<file path="src/rtl/baud_cfg_pkg.sv">
// Shared definitions for the UART baud-rate configuration path.
package baud_cfg_pkg;

  // Rate select encodings, shared with BaudGen
  localparam logic [1:0] BAUD24  = 2'b00;
  localparam logic [1:0] BAUD48  = 2'b01;
  localparam logic [1:0] BAUD96  = 2'b10;
  localparam logic [1:0] BAUD192 = 2'b11;

  typedef enum logic [2:0] {
    IDLE   = 3'd0,
    DRAIN  = 3'd1,
    APPLY  = 3'd2,
    SETTLE = 3'd3,
    DONE   = 3'd4
  } cfg_state_e;

endpackage

</file>
<file path="src/rtl/baud_cfg_ctrl_cycle_timer.sv">
// Loadable down-counter; done flag asserts once the count reaches zero.
module cycle_timer #(
  parameter int W = 4
) (
  input  logic         i_clk,
  input  logic         i_rst,
  input  logic         i_load,
  input  logic [W-1:0] i_load_val,
  input  logic         i_en,
  output logic         o_done
);

  logic [W-1:0] r_cnt;

  // Load wins over count; decrement saturates at zero instead of wrapping
  always_ff @(posedge i_clk) begin
    if (i_rst)                        r_cnt <= '0;
    else if (i_load)                  r_cnt <= i_load_val;
    else if (i_en && (r_cnt != '0))   r_cnt <= r_cnt - 1'b1;
  end

  assign o_done = (r_cnt == '0);

endmodule

</file>
<file path="src/rtl/baud_cfg_ctrl.sv">
// Runtime baud-rate change controller: drains Tx/Rx, applies the new rate,
// holds BaudGen in reset for a settle window, then acknowledges.
module baud_cfg_ctrl
  import baud_cfg_pkg::*;
#(
  parameter logic [1:0] DEFAULT_RATE   = BAUD96,
  parameter int         SETTLE_CYCLES  = 4,
  parameter int         TIMEOUT_CYCLES = 65535
) (
  input  logic       i_clock,
  input  logic       i_reset,
  input  logic       i_cfg_req,
  input  logic [1:0] i_cfg_rate,
  output logic       o_cfg_ack,
  output logic       o_cfg_err,
  output logic       o_ready,
  input  logic       i_tx_busy,
  input  logic       i_rx_busy,
  output logic       o_hold,
  output logic [1:0] o_baud_rate,
  output logic       o_baud_gen_reset_n
);

  localparam int TO_W = $clog2(TIMEOUT_CYCLES + 1);
  localparam int ST_W = $clog2(SETTLE_CYCLES + 1);
  // Both timers count remaining edges after the one that loads them
  localparam logic [TO_W-1:0] TO_LOAD = TO_W'(TIMEOUT_CYCLES - 1);
  localparam logic [ST_W-1:0] ST_LOAD = ST_W'(SETTLE_CYCLES - 1);

  cfg_state_e r_state;
  logic [1:0] r_pend_rate;
  logic [1:0] r_baud_rate;
  logic       r_hold;
  logic       r_ack;
  logic       r_err;
  logic       r_bgrn;
  logic       r_idle_seen;

  logic w_busy;
  logic w_go_apply;
  logic w_to_done;
  logic w_st_done;

  assign w_busy     = i_tx_busy | i_rx_busy;
  // Second consecutive idle sample in DRAIN
  assign w_go_apply = (r_state == DRAIN) && !w_busy && r_idle_seen;

  // DRAIN timeout: reloaded every IDLE cycle, counts DRAIN edges
  cycle_timer #(.W(TO_W)) u_to_timer (
    .i_clk      (i_clock),
    .i_rst      (i_reset),
    .i_load     (r_state == IDLE),
    .i_load_val (TO_LOAD),
    .i_en       (r_state == DRAIN),
    .o_done     (w_to_done)
  );

  // Settle window: loaded when the new rate is applied, counts APPLY/SETTLE edges
  cycle_timer #(.W(ST_W)) u_st_timer (
    .i_clk      (i_clock),
    .i_rst      (i_reset),
    .i_load     (w_go_apply),
    .i_load_val (ST_LOAD),
    .i_en       ((r_state == APPLY) || (r_state == SETTLE)),
    .o_done     (w_st_done)
  );

  // Control FSM with registered outputs; rate and BaudGen reset change on APPLY entry
  always_ff @(posedge i_clock) begin
    if (i_reset) begin
      r_state     <= IDLE;
      r_pend_rate <= DEFAULT_RATE;
      r_baud_rate <= DEFAULT_RATE;
      r_hold      <= 1'b0;
      r_ack       <= 1'b0;
      r_err       <= 1'b0;
      r_bgrn      <= 1'b0;
      r_idle_seen <= 1'b0;
    end else begin
      case (r_state)
        IDLE: begin
          r_bgrn      <= 1'b1;
          r_idle_seen <= 1'b0;
          if (i_cfg_req) begin
            if (i_cfg_rate == r_baud_rate) begin
              r_state <= DONE;
              r_ack   <= 1'b1;
              r_err   <= 1'b0;
            end else begin
              r_pend_rate <= i_cfg_rate;
              r_hold      <= 1'b1;
              r_state     <= DRAIN;
            end
          end
        end
        DRAIN: begin
          r_idle_seen <= !w_busy;
          if (w_go_apply) begin
            r_state     <= APPLY;
            r_baud_rate <= r_pend_rate;
            r_bgrn      <= 1'b0;
          end else if (w_to_done) begin
            r_state <= DONE;
            r_ack   <= 1'b1;
            r_err   <= 1'b1;
            r_hold  <= 1'b0;
          end
        end
        APPLY, SETTLE: begin
          if (w_st_done) begin
            r_state <= DONE;
            r_bgrn  <= 1'b1;
            r_hold  <= 1'b0;
            r_ack   <= 1'b1;
            r_err   <= 1'b0;
          end else begin
            r_state <= SETTLE;
          end
        end
        DONE: begin
          if (!i_cfg_req) begin
            r_state <= IDLE;
            r_ack   <= 1'b0;
            r_err   <= 1'b0;
          end
        end
        default: r_state <= IDLE;
      endcase
    end
  end

  assign o_cfg_ack          = r_ack;
  assign o_cfg_err          = r_err;
  assign o_ready            = (r_state == IDLE);
  assign o_hold             = r_hold;
  assign o_baud_rate        = r_baud_rate;
  assign o_baud_gen_reset_n = r_bgrn;

endmodule

</file>
<file path="config.mk">
export PLATFORM = sky130hd
export DESIGN_NAME = baud_cfg_ctrl
export DESIGN_NICKNAME = d
export VERILOG_FILES = /design/src/rtl/baud_cfg_pkg.sv /design/src/rtl/baud_cfg_ctrl_cycle_timer.sv /design/src/rtl/baud_cfg_ctrl.sv
export SDC_FILE = /design/constraint.sdc
export NUM_CORES = 1
export LEC_CHECK = 0
export ABC_CLOCK_PERIOD_IN_PS = 2250
export CORE_UTILIZATION = 57
export CTS_BUF_LIST = sky130_fd_sc_hd__clkbuf_16
export CTS_CLUSTER_SIZE = 8
export DETAILED_ROUTE_END_ITERATION = 8
export PLACE_DENSITY = 0.9
export SETUP_SLACK_MARGIN = 0.15
export SKIP_CTS_REPAIR_TIMING = 1
export SKIP_LAST_GASP = 1
export SLEW_MARGIN = 0
export SYNTH_ARGS = -nofsm -noshare
export SYNTH_HDL_FRONTEND = slang
export SYNTH_SLANG_ARGS = --single-unit
</file>
<file path="constraint.sdc">
create_clock -name i_clock -period 2.25 [get_ports i_clock]
set_input_delay 0.3375 -clock i_clock [delete_from_list [all_inputs] [get_ports i_clock]]
set_output_delay 0.3375 -clock i_clock [all_outputs]
set_load 0.005 [all_outputs]
</file>
==> results.json, run 1 <==
{
  "slew_violations": 0,
  "p_comb_share_pct": 23.7,
  "cp.required_ns": 1.91,
  "post-route-worst-setup-slack_ns": 0.175,
  "die_area_um2": 3130,
  "timing.fmax_mhz": 482,
  "nFillCells": 191,
  "die_y_um": 56.0,
  "muxShareOfSynthArea_pct": 3.01,
  "via_per_inst": 6.74,
  "period_share_pct": 92.2,
  "io_pins": 14,
  "ant_nets": 0,
  "synth_seq_cells": 31,
  "diodes": 0,
  "synthCells": 195,
  "p_switching_mw": 0.560,
  "synth_top_family_by_area": "simple AND/OR/NAND/NOR gates",
  "drt_pass1_iterations": 6,
  "dp_hpwl_mm": 2.84,
  "cp-start-kind": "register",
  "drt_wl_total_mm": 4.28,
  "clock_latency_ns": 0.28,
  "yosys_most_used_dff": "dfxtp_1",
  "nNetsFinal": 218,
  "synth-edff-count": 0,
  "syn_area_um2": 1660,
  "area_growth_pct": 18.7,
  "layout.area.seq_um2": 621,
  "finalCriticalPeriod_ns": 2.07,
  "hold_depth": 2,
  "yosysUniqueCellTypes": 44,
  "synth_xor_area_share_pct": 3.16,
  "drc": 0,
  "grt_max_degree": 25,
  "setup_viol": 0,
  "reg2reg_depth": 5,
  "cts_buffers": 5,
  "seq_power_share_pct": 40.4,
  "hold_start": "r_pend_rate[0]$_SDFFE_PP0P_",
  "synth_warnings": 0,
  "num_vias": 1617,
  "drt_iter0_drc": 131,
  "ys_seq_area_share_pct": 37.3,
  "clkTransAtPathRegs_ns": 0.05,
  "p_per_area_nw_per_um2": 901,
  "cts.sinks": 31,
  "internal-power_mw": 1.22,
  "gp_congestion": 0.874,
  "grt_pass1_wl_mm": 6.87,
  "syn_nets": 205,
  "holdCritPathClass": "register to register",
  "synthAdderAreaFrac_pct": 2.26,
  "synth.avg_cell_area_um2": 8.52,
  "final_common_cell": "dfxtp_1",
  "synth_compound_area_share_pct": 19.9,
  "endpoint_kind": "output port",
  "ctsHtreeMaxLevel": 2,
  "dp_slack_ns": 0.230,
  "synthArstFlopShare_pct": 0,
  "worstSetupPathType": "register to output port",
  "antenna_found_initial": 0,
  "slew_headroom_pct": 64.9,
  "rsz0062_at_grt": "true",
  "outcome": "complete, no violations",
  "drv_cap": 0,
  "core_area_um2": 2760,
  "rows": 19,
  "multi_input_area_um2": 965,
  "grt_use_total_pct": 28.4,
  "numPortBuffers": 13,
  "yosys.area_share.simple_pct": 28.8,
  "drive_gt1_share_pct": 11.0,
  "initial_core_util_pct": 60.3,
  "critPathMaxFanout": 10,
  "power_mw": 1.78,
  "hold-path-endpoint": "o_baud_rate[0]$_SDFFE_PP0P_",
  "max-vdd-ir-drop_mv": 0.929,
  "hold_violations": 0,
  "p_leak_nw": 0.700,
  "cts_root_buf": "clkbuf_16",
  "grt_pass1_vias": 1622,
  "fin_skew_ns": 0.00272,
  "avgRoutedWirePerCell_um": 17.8,
  "final_cell_mix": "dfxtp_1 (31), clkdlybuf4s50_1 (13), nand2_1 (12), nor3_1 (10), nor2_1 (10)",
  "tns_ns": 0,
  "swShare_pct": 31.5,
  "grt_overflow": 0,
  "timing.rr.end": "u_to_timer.r_cnt[10]$_SDFFE_PP0P_",
  "rr_startpoint": "r_state[0]$_SDFFE_PP0P_",
  "clockPowerShare_pct": 35.9,
  "cts_tree": "done",
  "rrSetupSlack_ns": 0.28,
  "tightest_slew_ns": 0.521,
  "cts_buffer_depth": 2,
  "dieWidth_um": 56.0,
  "arrival_ns": 1.74
}
## logic make-up (layout without fill, tap and decap cells)
group / count (synthesis) / after routing
AO/OA/AOI/OAI: 48 / 48
flip-flops: 31 / 31
AND/OR/NAND/NOR: 80 / 80
adder cells (fa/ha/maj): 3 / 3
multiplexers: 5 / 5
XOR/XNOR: 6 / 6
buffers and inverters: 22 / 36
## power by group through the flow
stage / clock network, mW / registers (mW) / logic, mW
floorplan: 0 / 0.692 / 0.291
global placement: 0 / 0.713 / 0.379
detailed placement: 0 / 0.721 / 0.398
CTS: 0.638 / 0.710 / 0.403
global route: 0.659 / 0.728 / 0.459
finish: 0.637 / 0.718 / 0.422
## layout make-up
| cell class | instances | share of cell area [%] |
|---|---|---|
| timing repair buffer | 19 | 8.88 |
| clock inverter | 3 | 0.571 |
| inverter | 9 | 1.84 |
| tap | 31 | 1.97 |
| sequential | 31 | 31.5 |
| clock buffer | 5 | 6.35 |
| multi-input combinational | 142 | 48.9 |
## Yosys cell counts, drive strengths merged (2+ instances only)
cell type	number	area, um^2
dfxtp	31	621
mux2i	5	50.1
nor4	8	65.1
nor3	10	50.1
ha	3	37.5
nand2	12	45.0
o21ai	6	30.0
o21a	2	15.0
nand4	4	25.0
nor3b	3	22.5
nand3	6	30.0
a31oi	9	56.3
buf	2	16.3
or3b	2	17.5
a21oi	9	45.0
o31ai	7	52.6
inv	9	33.8
o311a	2	20.0
and4	3	26.3
nor2b	5	31.3
xnor2	3	26.3
a211oi	4	30.0
or3	5	32.5
nor2	10	37.5
o211ai	2	15.0
clkbuf	11	41.3
or4	9	72.6
xor2	3	26.3
## routing by layer
| layer | track usage [%] | wire length, um | share of wire, % | up-vias |
|---|---|---|---|---|
| met4 | 19.2 | 123 | 2.9 | 0 |
| li1 | - | - | - | 765 |
| met1 | 31.8 | 1660 | 39 | 762 |
| met5 | 0 | 0 | 0 | - |
| met2 | 47.1 | 2190 | 51 | 74 |
| met3 | 7.21 | 300 | 7.0 | 16 |
## registers in the layout, indices dropped and copies added, names as in the netlist, 2 cells and up
| register | count |
|---|---|
| o_baud_rate | 2 |
| r_state | 3 |
| r_pend_rate | 2 |
| u_to_timer.r_cnt | 16 |
| u_st_timer.r_cnt | 3 |
## how the worst max path moves through the flow
stage                                          start  cells past startpoint                                end
floorplan           u_to_timer.r_cnt[8]$_SDFFE_PP0P_                      5  u_to_timer.r_cnt[14]$_SDFFE_PP0P_
global placement    u_to_timer.r_cnt[0]$_SDFFE_PP0P_                      6  u_to_timer.r_cnt[10]$_SDFFE_PP0P_
detailed placement  u_to_timer.r_cnt[0]$_SDFFE_PP0P_                      6  u_to_timer.r_cnt[10]$_SDFFE_PP0P_
CTS                          r_state[1]$_SDFFE_PP0P_                      3                            o_ready
global route                 r_state[1]$_SDFFE_PP0P_                      3                            o_ready
finish                       r_state[1]$_SDFFE_PP0P_                      3                            o_ready
## stage by stage
| step | instances | hold WS (ns) | instance area (um^2) | utilization (%) |
|---|---|---|---|---|
| floorplan | 195 | 0.432 | 1660 | - |
| global placement | 231 | 0.442 | 1810 | 65.7 |
| detailed placement | 231 | 0.450 | 1810 | 65.7 |
| CTS | 239 | 0.457 | 1950 | 70.6 |
| global route | 240 | 0.499 | 1970 | 71.5 |
| finish | 240 | 0.462 | 1970 | 71.5 |
## worst max-delay path: stages (launching register included)
cell,delay (ns)
dfxtp_1,0.38
or3_4,0.44
inv_4,0.12
clkdlybuf4s50_1,0.51
No activity file was read; power rests on OpenSTA's default activity.
==> run 2: changes to the inputs <==
--- a/config.mk
+++ b/config.mk
@@ -18,3 +18,4 @@
 export SYNTH_ARGS = -nofsm -noshare
 export SYNTH_HDL_FRONTEND = slang
 export SYNTH_SLANG_ARGS = --single-unit
+export TNS_END_PERCENT = 5
==> run 2 against run 1 <==
  * Clock-buffer cell count unchanged
  * Combinational power fell by 3%
  * Sequential cell count unchanged
  * First-iteration DRC count down 7.6%
  * Die area is the same
  * Critical endpoint unchanged
  * Largest power group unchanged
==> results.json, run 2 (synthesized netlist as in run 1, its figures left out) <==
{
  "cts_tree": "done",
  "via_per_inst": 6.78,
  "initial_core_util_pct": 60.3,
  "grt_max_degree": 25,
  "avgRoutedWirePerCell_um": 17.6,
  "core_area_um2": 2760,
  "antenna_found_initial": 0,
  "endpoint_kind": "output port",
  "hold_ws_ns": 0.461,
  "slew_violations": 0,
  "cts.sinks": 31,
  "ctsHtreeMaxLevel": 2,
  "p_leak_nw": 0.694,
  "crit_buf_inv": 2,
  "holdCritPathClass": "register to register",
  "setup_viol": 0,
  "max-vdd-ir-drop_mv": 0.919,
  "diodes": 0,
  "final_cell_mix": "dfxtp_1 (31), clkdlybuf4s50_1 (13), nand2_1 (12), nor3_1 (10), nor2_1 (10)",
  "largest_reg_flops": 16,
  "final_common_cell": "dfxtp_1",
  "reg_top3": "u_to_timer.r_cnt x16, r_state x3, u_st_timer.r_cnt x3",
  "cp-start-kind": "register",
  "cp.required_ns": 1.91,
  "largest-register": "u_to_timer.r_cnt",
  "nNetsFinal": 218,
  "die_y_um": 56.0,
  "critPathMaxFanout": 10,
  "io_pins": 14,
  "rows": 19,
  "p_per_area_nw_per_um2": 903,
  "tightest_slew_ns": 0.506,
  "dieWidth_um": 56.0,
  "crit_family": "buffers and inverters",
  "worstPathCellList": "or3_1 -> inv_2 -> clkdlybuf4s50_1",
  "ant_nets": 0,
  "period_share_pct": 94.5,
  "grt_pass1_vias": 1622,
  "drv_cap": 0,
  "drive_gt1_share_pct": 9.57,
  "clock_latency_ns": 0.28,
  "power_mw": 1.76,
  "multi_input_area_um2": 950,
  "dp_hpwl_mm": 2.84,
  "die_area_um2": 3130,
  "drt_wl_total_mm": 4.21,
  "critPathMaxStageDelay_ns": 0.53,
  "finalCriticalPeriod_ns": 2.13,
  "drt_pass1_iterations": 5,
  "hold_violations": 0,
  "layout.area.seq_um2": 621,
  "drc": 0,
  "grt_use_total_pct": 28.4,
  "nFillCells": 194,
  "drt_iter0_drc": 121,
  "slew_headroom_pct": 66.2,
  "grt_overflow": 0,
  "tns_ns": 0,
  "fin_skew_ns": 0.00302,
  "timing.fmax_mhz": 470,
  "worstSetupPathType": "register to output port",
  "cts_root_buf": "clkbuf_16",
  "cp_slowest_cell": "clkdlybuf4s50_1",
  "num_vias": 1626,
  "utilization_pct": 70.9,
  "grt_pass1_wl_mm": 6.87,
  "clkTransAtPathRegs_ns": 0.05,
  "gp_congestion": 0.874,
  "cts_buffers": 5,
  "numPortBuffers": 13,
  "cts_buffer_depth": 2,
  "area_growth_pct": 17.6,
  "rsz0062_at_grt": "true",
  "outcome": "complete, no violations",
  "arrival_ns": 1.79
}
run 2: layout make-up:
cell class                 count  share of cell area [%]
multi-input combinational    142                    48.6
sequential                    31                    31.8
timing repair buffer          19                    8.96
clock buffer                   5                    6.40
tap                           31                    1.98
inverter                       9                    1.73
clock inverter                 3                   0.576
run 2: worst reg2reg max path: stages (launching register included):
cell and delay [ns]:
dfxtp_1 0.33, inv_1 0.09, ha_1 0.18, nor3b_1 0.34, o2111ai_2 0.28, or4_2 0.59, a31oi_1 0.16
run 2: final timing paths:
kind,start,depth (start not counted),end,slack [ns]
hold reg to reg,r_pend_rate[0]$_SDFFE_PP0P_,2,o_baud_rate[0]$_SDFFE_PP0P_,0.46
setup reg to reg,u_to_timer.r_cnt[0]$_SDFFE_PP0P_,6,u_to_timer.r_cnt[10]$_SDFFE_PP0P_,0.20
setup / recovery,r_state[1]$_SDFFE_PP0P_,3,o_ready,0.12
hold / removal,r_pend_rate[0]$_SDFFE_PP0P_,2,o_baud_rate[0]$_SDFFE_PP0P_,0.46
run 2: report_power, final:
group,switching (mW),leakage [nW],internal (mW)
Combinational,0.221,0.367,0.189
Clock,0.241,0.0701,0.397
Sequential,0.0932,0.257,0.623
Total,0.555,0.694,1.21
run 2: per-layer routing:
metal / share of wire [%] / wire length (um) / global-route usage, %
met3: 8.4 / 353 / 7.21
met5: 0 / 0 / 0
met4: 3.5 / 149 / 19.2
met2: 50 / 2120 / 47.1
met1: 38 / 1590 / 31.8
run 2: stage by stage:
step                area [um^2]  setup slack (ns)  std cells
finish                     1950             0.124        240
floorplan                  1660             0.397        195
detailed placement         1810             0.230        231
global placement           1810             0.351        231
global route               1950            0.0855        240
CTS                        1950             0.140        239
==> run 3: changes to the inputs <==
--- a/config.mk
+++ b/config.mk
@@ -6,7 +6,9 @@
 export NUM_CORES = 1
 export LEC_CHECK = 0
 export ABC_CLOCK_PERIOD_IN_PS = 2250
-export CORE_UTILIZATION = 57
+export CELL_PAD_IN_SITES_DETAIL_PLACEMENT = 1
+export CELL_PAD_IN_SITES_GLOBAL_PLACEMENT = 2
+export CORE_UTILIZATION = 35
 export CTS_BUF_LIST = sky130_fd_sc_hd__clkbuf_16
 export CTS_CLUSTER_SIZE = 8
 export DETAILED_ROUTE_END_ITERATION = 8
==> run 3 against run 2 <==
  * Hold slack improved by 0.0012 ns
  * Core utilization decreased by 26 points
  * Clock skew increased by 0.00083 ns
  * Clock power decreased by 1%
  * Power increased by 0.71%
  * Sequential power about the same
  * Global-route usage decreased by 7.7 points
  * Critical path type unchanged
==> results.json, run 3 (synthesized netlist as in run 1, its figures left out) <==
{
  "drc": 0,
  "largest-register": "u_to_timer.r_cnt",
  "grt_use_total_pct": 20.7,
  "finalCriticalPeriod_ns": 2.19,
  "diodes": 0,
  "clockPowerShare_pct": 35.5,
  "drt_wl_total_mm": 4.89,
  "dp_slack_ns": 0.166,
  "cp-start-kind": "register",
  "drt_iter0_drc": 116,
  "period_share_pct": 97.1,
  "final_common_cell": "dfxtp_1",
  "gr-max-usage-layer": "met2",
  "rsz0062_at_grt": "true",
  "core_area_um2": 4440,
  "slew_headroom_pct": 54.6,
  "arrival_ns": 1.85,
  "holdCritPathClass": "register to register",
  "timing.fmax_mhz": 458,
  "worstPathCellList": "or3_1 -> inv_2 -> clkdlybuf4s50_1",
  "nFillCells": 523,
  "drt_pass1_iterations": 4,
  "grt_pass1_vias": 1625,
  "final_cell_mix": "dfxtp_1 (31), clkdlybuf4s50_1 (13), nand2_1 (12), nor3_1 (10), nor2_1 (10)",
  "cp.required_ns": 1.91,
  "dp_hpwl_mm": 3.44,
  "p_comb_share_pct": 24.1,
  "drv_cap": 0,
  "cp_slowest_cell": "clkdlybuf4s50_1",
  "largest_reg_flops": 16,
  "die_y_um": 70.9,
  "clkTransAtPathRegs_ns": 0.05,
  "numPortBuffers": 13,
  "ant_nets": 0,
  "dieWidth_um": 70.9,
  "use_met2_pct": 34.6,
  "power_mw": 1.78,
  "seq_power_share_pct": 40.3,
  "grt_max_degree": 16,
  "avgRoutedWirePerCell_um": 18.6,
  "cts_root_buf": "clkbuf_16",
  "layout.area.seq_um2": 621,
  "reg_top3": "u_to_timer.r_cnt x16, r_state x3, u_st_timer.r_cnt x3",
  "via_per_inst": 6.19,
  "post-route-worst-setup-slack_ns": 0.0646,
  "critPathMaxFanout": 10,
  "critPathMaxStageDelay_ns": 0.54,
  "p_switching_mw": 0.565,
  "p_leak_nw": 0.701,
  "initial_core_util_pct": 37.4,
  "die_area_um2": 5030,
  "use_met1_pct": 25.7,
  "drive_gt1_share_pct": 11.0,
  "num_vias": 1621,
  "p_per_area_nw_per_um2": 891,
  "internal-power_mw": 1.21,
  "antenna_found_initial": 0,
  "io_pins": 14,
  "worstSetupPathType": "register to output port",
  "rows": 24,
  "crit_family": "buffers and inverters",
  "clock_latency_ns": 0.27,
  "swShare_pct": 31.8,
  "cts_buffer_depth": 2,
  "setup_viol": 0,
  "outcome": "complete, no violations",
  "nNetsFinal": 220,
  "hold_violations": 0,
  "fin_skew_ns": 0.00385,
  "tightest_slew_ns": 0.675,
  "cts_buffers": 5,
  "area_growth_pct": 20.0,
  "grt_overflow": 0,
  "endpoint_kind": "output port",
  "gp_congestion": 0.839,
  "ctsHtreeMaxLevel": 2,
  "slew_violations": 0,
  "cts.sinks": 31,
  "cts_tree": "done",
  "crit_buf_inv": 2,
  "gr-usage-met3_pct": 4.99,
  "max-vdd-ir-drop_mv": 0.352,
  "grt_pass1_wl_mm": 8.02,
  "multi_input_area_um2": 950
}
==> run 3: changes by cell type in the layout (fill, tap and decap cells not counted) <==
cell      before  now
inv_1          9    8
clkinv_2       0    1
clkinv_1       2    1
buf_4          6    8
==> run 3: layout make-up <==
| cell class | instances | share of cell area, % |
|---|---|---|
| well taps | 52 | 3.26 |
| clock buffers | 5 | 6.28 |
| clock inverters | 2 | 0.439 |
| repair buffers | 21 | 9.54 |
| inverters | 9 | 1.69 |
| multi-input cells | 142 | 47.6 |
| flip-flops and latches | 31 | 31.1 |
==> run 3: final timing paths <==
path | to | cells past startpoint | from | slack (ns)
setup / recovery | o_ready | 3 | r_state[1]$_SDFFE_PP0P_ | 0.06
hold / removal | o_baud_gen_reset_n$_SDFFE_PP0P_ | 2 | o_baud_gen_reset_n$_SDFFE_PP0P_ | 0.46
setup reg to reg | u_to_timer.r_cnt[10]$_SDFFE_PP0P_ | 6 | u_to_timer.r_cnt[0]$_SDFFE_PP0P_ | 0.15
hold reg to reg | o_baud_gen_reset_n$_SDFFE_PP0P_ | 2 | o_baud_gen_reset_n$_SDFFE_PP0P_ | 0.46
==> run 3: power by group through the flow <==
stage / Combinational (mW) / Sequential, mW / Clock [mW]
after floorplan: 0.291 / 0.692 / 0
after global placement: 0.407 / 0.714 / 0
after detailed placement: 0.423 / 0.723 / 0
after CTS: 0.430 / 0.713 / 0.638
after global routing: 0.471 / 0.728 / 0.658
final: 0.429 / 0.717 / 0.631
==> run 3: worst reg2reg max path, stage by stage, from the launching register on <==
cell and delay [ns]:
dfxtp_1 0.33, inv_1 0.09, ha_1 0.19, nor3b_1 0.39
o2111ai_2 0.28, or4_2 0.59, a31oi_1 0.16
==> run 3: stage by stage <==
| stage | TNS (ns) | utilization, % | instances | hold WS (ns) | instance area, um^2 |
|---|---|---|---|---|---|
| after floorplan | 0 | - | 195 | 0.432 | 1660 |
| after CTS | 0 | 44.7 | 261 | 0.465 | 1990 |
| after global placement | 0 | 41.7 | 254 | 0.444 | 1850 |
| after detailed placement | 0 | 41.7 | 254 | 0.455 | 1850 |
| final | 0 | 44.8 | 262 | 0.463 | 1990 |
| after global routing | -0.0441 | 44.8 | 262 | 0.493 | 1990 |
==> run 3: layer usage <==
layer / wire length (um) / vias up / part of all wire (%)
met5: 0 / - / 0
met4: 57 / 0 / 1.2
met3: 170 / 8 / 3.5
met2: 2390 / 31 / 49
met1: 2270 / 812 / 46
li1: - / 770 / -
